===== src/rtl/ntt_intt_ctrl.sv =====
// Job controller for an external ntt_intt_pu: latches one operand vector, pulses the PU
// clear for one cycle, waits LAT compute cycles, then holds the captured result until taken.
module ntt_intt_ctrl #(
    parameter int N   = 17,
    parameter int D   = 16,
    parameter int LAT = 16
) (
    input  logic           clk,
    input  logic           rst,
    input  logic           s_valid,
    output logic           s_ready,
    input  logic [D*N-1:0] s_data,
    input  logic           s_inv,
    input  logic           abort,
    output logic [D*N-1:0] pu_a,
    output logic           pu_inv,
    output logic           pu_rst,
    input  logic [D*N-1:0] pu_an,
    output logic           m_valid,
    input  logic           m_ready,
    output logic [D*N-1:0] m_data,
    output logic           m_inv,
    output logic           busy
);

    typedef enum logic [1:0] {IDLE, CLEAR, RUN, HOLD} state_t;

    localparam logic [7:0] LAST = 8'(LAT - 1);

    state_t         state_q;
    logic [7:0]     cnt_q;
    logic [D*N-1:0] pu_a_q;
    logic           pu_inv_q;
    logic           pu_rst_q;
    logic           m_valid_q;
    logic [D*N-1:0] m_data_q;
    logic           m_inv_q;

    // rst and abort both block acceptance combinationally, so no job slips in on those edges.
    assign s_ready = (state_q == IDLE) && !rst && !abort;
    assign busy    = (state_q != IDLE);
    assign pu_a    = pu_a_q;
    assign pu_inv  = pu_inv_q;
    assign pu_rst  = pu_rst_q;
    assign m_valid = m_valid_q;
    assign m_data  = m_data_q;
    assign m_inv   = m_inv_q;

    always_ff @(posedge clk or posedge rst) begin
        if (rst) begin
            state_q   <= IDLE;
            cnt_q     <= '0;
            pu_a_q    <= '0;
            pu_inv_q  <= 1'b0;
            pu_rst_q  <= 1'b1;
            m_valid_q <= 1'b0;
            m_data_q  <= '0;
            m_inv_q   <= 1'b0;
        end else begin
            pu_rst_q <= 1'b0;
            if (abort) begin
                // m_data/m_inv and the PU operands are deliberately left as they are.
                state_q   <= IDLE;
                m_valid_q <= 1'b0;
                pu_rst_q  <= 1'b1;
            end else begin
                case (state_q)
                    IDLE: begin
                        if (s_valid && s_ready) begin
                            pu_a_q   <= s_data;
                            pu_inv_q <= s_inv;
                            pu_rst_q <= 1'b1;
                            state_q  <= CLEAR;
                        end
                    end
                    CLEAR: begin
                        cnt_q   <= '0;
                        state_q <= RUN;
                    end
                    RUN: begin
                        cnt_q <= cnt_q + 8'd1;
                        if (cnt_q == LAST) begin
                            m_data_q  <= pu_an;
                            m_inv_q   <= pu_inv_q;
                            m_valid_q <= 1'b1;
                            state_q   <= HOLD;
                        end
                    end
                    HOLD: begin
                        if (m_ready) begin
                            m_valid_q <= 1'b0;
                            state_q   <= IDLE;
                        end
                    end
                    default: state_q <= IDLE;
                endcase
            end
        end
    end

endmodule


===== config.mk =====
export PLATFORM = sky130hd
export DESIGN_NAME = ntt_intt_ctrl
export DESIGN_NICKNAME = d
export VERILOG_FILES = /design/src/rtl/ntt_intt_ctrl.sv
export SDC_FILE = /design/constraint.sdc
export NUM_CORES = 1
export LEC_CHECK = 0
export CORE_AREA = 2 2 422 424
export CTS_BUF_LIST = sky130_fd_sc_hd__clkbuf_8
export CTS_CLUSTER_SIZE = 28
export DETAILED_ROUTE_END_ITERATION = 6
export DIE_AREA = 0 0 424 426
export SYNTH_ARGS = -nofsm -noshare
export SYNTH_HDL_FRONTEND = slang
export SYNTH_SLANG_ARGS = --single-unit

===== constraint.sdc =====
create_clock -name clk -period 60.8 [get_ports clk]
set_input_delay 18.24 -clock clk [delete_from_list [all_inputs] [get_ports clk]]
set_output_delay 18.24 -clock clk [all_outputs]
set_load 0.03 [all_outputs]

==> results of run 1 <==
## path summary, 6_finish.rpt
kind	start	end	slack (ns)	cells past startpoint
setup / recovery	abort	s_ready	22.11	3
hold / removal	pu_a[249]$_DFFE_PP0P_	pu_a[249]$_DFFE_PP0P_	0.48	1
setup reg to reg	cnt_q[0]$_DFFE_PP0P_	m_data[264]$_DFFE_PP0P_	55.52	9
hold reg to reg	pu_a[249]$_DFFE_PP0P_	pu_a[249]$_DFFE_PP0P_	0.48	1
max in group asynchronous	rst	m_data[66]$_DFFE_PP0P_	39.60	5
min in group asynchronous	rst	m_data[261]$_DFFE_PP0P_	18.12	2
## metal layers
metal	track usage (%)	up-vias	wire (um)
met5	0	-	362
met2	22.8	664	62600
met4	4.73	58	3870
li1	-	6717	-
met3	4.83	233	9950
met1	18.3	8226	57700
## critical path, cell delays in order
cell and delay, ns:
clkdlybuf4s50_1 0.60, nor3_2 0.76, clkdlybuf4s50_1 0.83
## metrics by stage
step	hold WS [ns]	util (%)	power (mW)	cells
6_report	0.481	21.6	1.43	4840
3_3_place_gp	0.467	20.3	1.03	4622
5_1_grt	0.493	21.6	1.50	4834
3_5_place_dp	0.474	20.3	1.03	4622
4_1_cts	0.487	21.6	1.48	4832
2_1_floorplan	0.458	-	0.718	1230
## report_power, final
group	leakage, nW	switching, mW	internal (mW)	total (mW)
clock network	1.36	0.200	0.223	0.423
registers	6.91	0.0532	0.449	0.502
logic	8.20	0.302	0.206	0.509
## state kept, by name, summed over array words and instances, names as in the netlist
register	cells
cnt_q	8
m_data	272
m_inv	1
m_valid	1
pu_a	272
pu_inv	1
pu_rst	1
state_q	2
## Yosys cell counts (all sizes together)
library cell,count
a21oi,1
a211oi,1
nor2,4
ha,5
a31oi,2
o31ai,1
nand2b,3
clkbuf,3
xor2,3
a22o,1
o221ai,1
mux2,546
inv,6
a21o,1
dfstp,1
and3,2
nand4,2
or2,1
nand3,4
buf,62
nor3,3
mux2i,2
and2,2
nand2,9
nor2b,1
nor4,1
dfrtp,557
o21ai,3
or3,2
## cell usage in the layout, fill, tap and decap left out, types with 3 or more instances in the layout
master           synthesis  layout
nand2_1                  9       9
clkbuf_8                 0     136
nand3_1                  3       3
diode_2                  0       8
mux2_1                 276     276
clkinv_2                 0      26
clkdlybuf4s50_1          0    1099
o21ai_1                  3       3
clkinvlp_4               0       4
nor2_1                   4       4
bufinv_16                0       4
ha_1                     5       5
dfrtp_1                557     557
mux2_4                 270     270
xor2_1                   3       3
inv_1                    5      38
buf_4                    1      18
nand2b_1                 3       3
## cell families after synthesis
| kind of cell | count (synthesis) |
|---|---|
| buffers and inverters | 71 |
| adders and majority gates | 5 |
| muxes | 548 |
| and+or+nand+nor | 34 |
| xor gates and xnor gates | 3 |
| DFF | 558 |
| AOI/OAI and AO/OA | 11 |
## final cells by class
cell class	count	area, um^2
inverters	6	30.0
clock buffers	136	1870
multi-input cells	601	7540
clock inverters	74	508
diodes	8	20.0
repair buffers	1117	11100
flip-flops and latches	558	14000
well taps	2340	2930
fillers	18800	138000
==> results.toml, run 1 <==
[finish]
finalNetCount = 2953
design_area_um2 = 38000
final_layout_size_suffix_gt1_share_pct = 18.9
area_growth_pct = 70.7

[logic_synthesis]
synth_fp_nets = 1785
synthAdderAreaFrac_pct = 0.281
synth_top_family_by_area = "multiplexers"
avgSynthCellArea_um2 = 18.1
ys_seq_area_share_pct = 62.8
synth_warnings = 0
yosys.area_share.xor_xnor_pct = 0.118
synth_cell_types = 36
yosys.area_share.simple_pct = 0.821
yosysTopAreaCell = "dfrtp_1"
synth.top_cells.by_area = "dfrtp_1 (63%), mux2_4 (18%), mux2_1 (14%)"
synthMuxAreaShare_pct = 32.3
synth_top_area_share_pct = 62.6
syn-cell-area_um2 = 22300
synth-seq-cells = 558
syn_inst = 1230
synth-compound-area-share_pct = 0.326

[pwr]
power_density_nw_per_um2 = 37.7
leakage_nw = 16.5
peakVddDrop_mv = 0.0172

[floorplanning]
start_util_pct = 12.7
core_area_um2 = 176000
dieHeight_um = 426
pin_count = 1100
rows = 154
die_x_um = 424
die-area_um2 = 181000

[detailed_routing]
viasPerCell = 3.28
wirelength_mm = 135
wl_per_cell_um = 27.8
drcViolationCount = 0
dr_total_vias = 15900
drtIter0Drc = 735
ant_nets = 0
dr.pass1.iters = 5

[critical_path]
cp.required_ns = 42.56
critPathCaptureType = "output pin"
critPathKind = "primary input to output pin"
start_kind = "primary input"
arrival_ns = 20.45
crit_fanout = 9

[clock_tree]
clockBufferDepth = 3
cts_setup_buffers = 0
cts_num_sinks = 558
htreeDepth = 3
cts_tree = "yes"
clockRootBuffer = "clkbuf_8"
cts_resized = 0
clk_latency_ns = 0.88
ctsHoldBuffers = 0
cts_buffers = 114
clk_pin_slew_ns = 0.05

[grt]
grt_max_degree = 128
overflow = 0
grt_pass1_wl_mm = 172
antenna_found_initial = 70
grt_pass1_vias = 16600
grt_util_all_layers_pct = 14.4

[flow_run]
max-cap-violations = 0

[timing]
period_minus_slack_ns = 38.69
fin_crit_sh_pct = 63.6
tightest_slew_ns = 1.01
hold_viol_final = 0
setup_tns_ns = 0
fin_skew_ns = 0.0381
relSlewSlack_pct = 32.4
rsz0062_at_grt = "no"
setup_viol = 0
setup_ws_ns = 22.11
fmax_ghz = 0.0258
drv_slew = 0

[placed_design]
io_buffers = 1099
dp.final_hpwl_mm = 110
place_area_um2 = 35600
place.gp.congestion = 0.936
dp_slack_ns = 22.02

[run_status]
status = "finished, final reports clean"

[min_path]
worstHoldPathType = "flip-flop to flip-flop"
Note: power is estimated with default switching activity, not from simulation.
==> run 2, diff against run 1 <==
==> constraint.sdc (replaced) <==
create_clock -name clk -period 40.3 [get_ports clk]
set_input_delay 12.09 -clock clk [delete_from_list [all_inputs] [get_ports clk]]
set_output_delay 12.09 -clock clk [all_outputs]
set_load 0.03 [all_outputs]
==> run 2 against run 1 <==
Net effect:
- cell count is 0.14% higher
- routed wire length fell by 2.6%
- flip-flop and latch count stayed put
- register-to-register slack lost 20 ns
- die area unchanged
- clock skew decreased by 0.0049 ns
- via count is 0.22% higher
- clock-buffer cell count is 7 higher
- highest routed layer unchanged
- worst hold slack worse by 0.0011 ns
- design area rose by 0.32%
- global-route usage is 0.36 points lower
- sequential share of layout area is 0.12 points lower
==> results.toml, run 2 (synthesis results as in run 1) <==
[critical_path]
critPathCaptureType = "output pin"
r2r_start = "cnt_q[0]$_DFFE_PP0P_"
arrival_ns = 14.31
rr_endpoint = "m_data[88]$_DFFE_PP0P_"
start_kind = "primary input"
crit_fanout = 9
r2r_setup_slack_ns = 35.18
r2r_cells = 9
critPathKind = "primary input to output pin"
cp.required_ns = 28.21

[grt]
overflow = 0
grt_pass1_wl_mm = 168
antenna_found_initial = 64
grt_util_all_layers_pct = 14.0
grt_pass1_vias = 16500
grt_max_degree = 155

[clock_tree]
clockRootBuffer = "clkbuf_8"
cts_num_sinks = 558
ctsHoldBuffers = 0
cts_setup_buffers = 0
clk_latency_ns = 0.86
clk_pin_slew_ns = 0.06
htreeDepth = 3
cts_tree = "yes"
cts_buffers = 114
clockBufferDepth = 3
cts_resized = 0

[timing]
tightest_slew_ns = 1.11
rsz0062_at_grt = "no"
fmax_ghz = 0.0379
setup_ws_ns = 13.90
setup_viol = 0
hold_viol_final = 0
period_minus_slack_ns = 26.40
setup_tns_ns = 0
hold_slack_ns = 0.480
relSlewSlack_pct = 26.3
drv_slew = 0
fin_skew_ns = 0.0333
fin_crit_sh_pct = 65.5

[floorplanning]
pin_count = 1100
die_x_um = 424
die-area_um2 = 181000
rows = 154
dieHeight_um = 426
start_util_pct = 12.7
core_area_um2 = 176000

[finish]
finalNetCount = 2950
final_cell_mix = "clkdlybuf4s50_1 (1,099), dfrtp_1 (557), mux2_1 (276)"
area_growth_pct = 71.3
final_common_cell = "clkdlybuf4s50_1"
final_layout_size_suffix_gt1_share_pct = 19.0

[detailed_routing]
dr_total_vias = 15900
wirelength_mm = 131
dr.pass1.iters = 7
viasPerCell = 3.29
drtIter0Drc = 792
ant_nets = 0
drcViolationCount = 0
wl_per_cell_um = 27.0

[min_path]
whs_path_depth = 1
whs_endpoint = "pu_a[87]$_DFFE_PP0P_"
hp-start = "pu_a[87]$_DFFE_PP0P_"
worstHoldPathType = "flip-flop to flip-flop"

[run_status]
status = "finished, final reports clean"

[pwr]
peakVddDrop_mv = 0.0273
leakage_nw = 16.5
power_density_nw_per_um2 = 57.2
p_total_mw = 2.18

[placed_design]
dp.final_hpwl_mm = 107
place.gp.congestion = 0.974
dp_slack_ns = 13.83
io_buffers = 1099

[flow_run]
max-cap-violations = 0
[run 2: cell types whose count changed in the layout (fill, tap and decap cells not counted), moves of 2 or more]
cell | before | now
inv_6 | 0 | 2
buf_12 | 0 | 2
buf_4 | 18 | 13
clkinv_2 | 26 | 23
clkinvlp_4 | 4 | 2
clkbuf_8 | 136 | 143
diode_2 | 8 | 14
bufinv_16 | 4 | 6
[run 2: power breakdown]
part / switching (mW) / leakage, nW / internal, mW / total [mW]
combinational: 0.458 / 8.20 / 0.312 / 0.769
sequential: 0.0769 / 6.91 / 0.677 / 0.754
clock: 0.296 / 1.42 / 0.361 / 0.657
[run 2: metal layers]
metal / vias up / track usage, % / part of all wire (%)
met4: 36 / 4.63 / 2.8
met5: - / 0 / 0.17
met3: 211 / 4.03 / 7.1
li1: 6727 / - / -
met1: 8246 / 18.5 / 44
met2: 713 / 21.8 / 46
[run 2: layout make-up]
| class | count | area [um^2] |
|---|---|---|
| Fill cell | 18700 | 138000 |
| Timing Repair Buffer | 1114 | 11100 |
| Multi-Input combinational cell | 601 | 7540 |
| Clock inverter | 71 | 514 |
| Clock buffer | 143 | 1970 |
| Antenna cell | 14 | 35.0 |
| Inverter | 6 | 30.0 |
| Sequential cell | 558 | 14000 |
| Tap cell | 2340 | 2930 |
[run 2: critical path, cell delays in order]
cell and delay, ns:
clkdlybuf4s50_1 0.59, nor3_2 0.78, clkdlybuf4s50_1 0.83
[run 2: how the worst max path moves through the flow]
| stage | startpoint | endpoint | slack (ns) | depth (start not counted) |
|---|---|---|---|---|
| final | abort | s_ready | 13.90 | 3 |
| after global routing | abort | s_ready | 13.83 | 3 |
| after CTS | abort | s_ready | 13.81 | 3 |
| after detailed placement | abort | s_ready | 13.83 | 3 |
| after global placement | abort | s_ready | 13.81 | 3 |
| after floorplan | rst | cnt_q[0]$_DFFE_PP0P_ | 12.61 | 1 |
[run 2: per-stage QoR]
step                      instances  area (um^2)  utilization [%]
after detailed placement       4619        35600             20.3
after global placement         4619        35600             20.3
after CTS                      4833        38100             21.7
after global routing           4836        38100             21.7
after floorplan                1230        22300                -
final                          4847        38100             21.7
==> run 3, diff against run 2 <==
--- a/config.mk
+++ b/config.mk
@@ -5,11 +5,11 @@
 export SDC_FILE = /design/constraint.sdc
 export NUM_CORES = 1
 export LEC_CHECK = 0
-export CORE_AREA = 2 2 422 424
+export CORE_AREA = 2 2 428 430
 export CTS_BUF_LIST = sky130_fd_sc_hd__clkbuf_8
 export CTS_CLUSTER_SIZE = 28
 export DETAILED_ROUTE_END_ITERATION = 6
-export DIE_AREA = 0 0 424 426
+export DIE_AREA = 0 0 430 432
 export SYNTH_ARGS = -nofsm -noshare
 export SYNTH_HDL_FRONTEND = slang
 export SYNTH_SLANG_ARGS = --single-unit
==> constraint.sdc (replaced) <==
create_clock -name clk -period 21.9 [get_ports clk]
set_input_delay 6.57 -clock clk [delete_from_list [all_inputs] [get_ports clk]]
set_output_delay 6.57 -clock clk [all_outputs]
set_load 0.03 [all_outputs]
==> run 3 against run 2 <==
Net effect:
- routed wire length grew 5.1%
- via count grew 2.7%
- cell count grew 1.2%
- sequential share of layout area is essentially flat
- total power grew 80%
- flip-flop and latch count is the same
- clock power grew 75%
- design area is essentially flat
- first-iteration DRC count grew 39%
- register-to-register slack lost 18 ns
- non-clock buffer count shrank 1
- die area grew 2.8%
- critical path type unchanged
- critical endpoint unchanged
- highest routed layer unchanged
==> results.toml, run 3 (synthesis results as in run 1) <==
[pwr]
sw_frac_of_total_pct = 37.7
p_switching_mw = 1.48
p_int_mw = 2.44
combPwrFrac_pct = 36.0
p_total_mw = 3.93
peakVddDrop_mv = 0.0531
leakage_nw = 16.5
power_density_nw_per_um2 = 103
p_clk_share_pct = 29.3
p_seq_share_pct = 34.7

[floorplanning]
die_x_um = 430
start_util_pct = 12.2
die-area_um2 = 186000
dieHeight_um = 432
rows = 157
pin_count = 1100
core_area_um2 = 182000

[timing]
setup_ws_ns = 6.54
setup_tns_ns = 0
tightest_slew_ns = 1.14
relSlewSlack_pct = 24.2
hold_viol_final = 0
fmax_ghz = 0.0651
period_minus_slack_ns = 15.36
rsz0062_at_grt = "no"
setup_viol = 0
fin_crit_sh_pct = 70.1
fin_skew_ns = 0.0516
drv_slew = 0

[clock_tree]
ctsHoldBuffers = 0
cts_buffers = 114
clk_latency_ns = 0.86
cts_tree = "yes"
cts_resized = 0
cts_num_sinks = 558
clockRootBuffer = "clkbuf_8"
htreeDepth = 3
cts_setup_buffers = 0
clockBufferDepth = 3
clk_pin_slew_ns = 0.05

[flow_run]
max-cap-violations = 0

[finish]
multi_input_area_um2 = 7540
finalNetCount = 2949
seq_area_um2 = 14000
area_growth_pct = 71.2
final_cell_mix = "clkdlybuf4s50_1 (1,099), dfrtp_1 (557), mux2_1 (276)"
final_layout_size_suffix_gt1_share_pct = 18.4
final_common_cell = "clkdlybuf4s50_1"
final.fill_count = 19400

[grt]
grt_util_all_layers_pct = 14.4
antenna_found_initial = 193
grt_pass1_wl_mm = 174
grt_max_degree = 140
grt_pass1_vias = 16600
overflow = 0

[min_path]
hp-start = "pu_a[70]$_DFFE_PP0P_"
whs_endpoint = "pu_a[70]$_DFFE_PP0P_"
worstHoldPathType = "flip-flop to flip-flop"
whs_path_depth = 1

[placed_design]
io_buffers = 1099
place.gp.congestion = 0.911
dp.final_hpwl_mm = 115
dp_slack_ns = 6.49

[critical_path]
critPathKind = "primary input to output pin"
path_common_cell = "clkdlybuf4s50_1"
critPathCaptureType = "output pin"
crit_fanout = 9
r2r_setup_slack_ns = 17.56
r2r_cells = 8
cp.required_ns = 15.33
start_kind = "primary input"
slowest_stage = "clkdlybuf4s50_1"
rr_endpoint = "pu_a[123]$_DFFE_PP0P_"
cp_cell_sequence = "clkdlybuf4s50_1, nor3_2, clkdlybuf4s50_1"
r2r_start = "state_q[0]$_DFFE_PP0P_"
cp-startpoint = "abort"
arrival_ns = 8.79
cp_slowest_stage_delay_ns = 0.83

[detailed_routing]
dr.pass1.iters = 5
viasPerCell = 3.34
ant_nets = 0
wl_per_cell_um = 28.1
wirelength_mm = 138
drcViolationCount = 0
drtIter0Drc = 1100
dr_total_vias = 16400

[run_status]
status = "finished, final reports clean"
-- run 3: worst max-delay path by stage --
stage	to	cells past startpoint	slack (ns)
after floorplan	cnt_q[0]$_DFFE_PP0P_	1	7.74
final	s_ready	3	6.54
after global routing	s_ready	3	6.49
after detailed placement	s_ready	3	6.49
after global placement	s_ready	3	6.47
after CTS	s_ready	3	6.47
-- run 3: area by class of cell --
cell class | instances | share of cell area [%]
tap | 2385 | 7.83
sequential | 558 | 36.7
clock buffer | 138 | 4.99
timing repair buffer | 1113 | 29.3
inverter | 6 | 0.0690
clock inverter | 65 | 1.15
multi-input combinational | 601 | 19.8
antenna | 40 | 0.263
-- run 3: metal layers --
metal  track usage [%]  vias up  wire, um
li1                  -     6740         -
met1              16.2     8280     50000
met2              23.2      895     65700
met3              7.33      320     17200
met4              5.15      132      4050
met5                 0        -       800
-- run 3: power by group through the flow --
stage,Clock (mW),Combinational (mW),Sequential (mW)
6_report,1.15,1.41,1.36
5_1_grt,1.25,1.46,1.39
4_1_cts,1.21,1.46,1.36
3_5_place_dp,0,1.46,1.38
3_3_place_gp,0,1.45,1.37
2_1_floorplan,0,0.200,1.79
-- run 3: stage by stage --
step | std cells | util, % | hold WS [ns] | instance area (um^2)
2_1_floorplan | 1230 | - | 0.458 | 22300
3_3_place_gp | 4663 | 19.6 | 0.467 | 35700
3_5_place_dp | 4663 | 19.6 | 0.474 | 35700
4_1_cts | 4866 | 20.9 | 0.486 | 38000
5_1_grt | 4879 | 20.9 | 0.496 | 38000
6_report | 4906 | 21.0 | 0.476 | 38100
-- run 3: critical path, delay by kind of cell --
family	cells	cell delay, ns
buffers and inverters	2	1.44
AND/OR/NAND/NOR	1	0.77
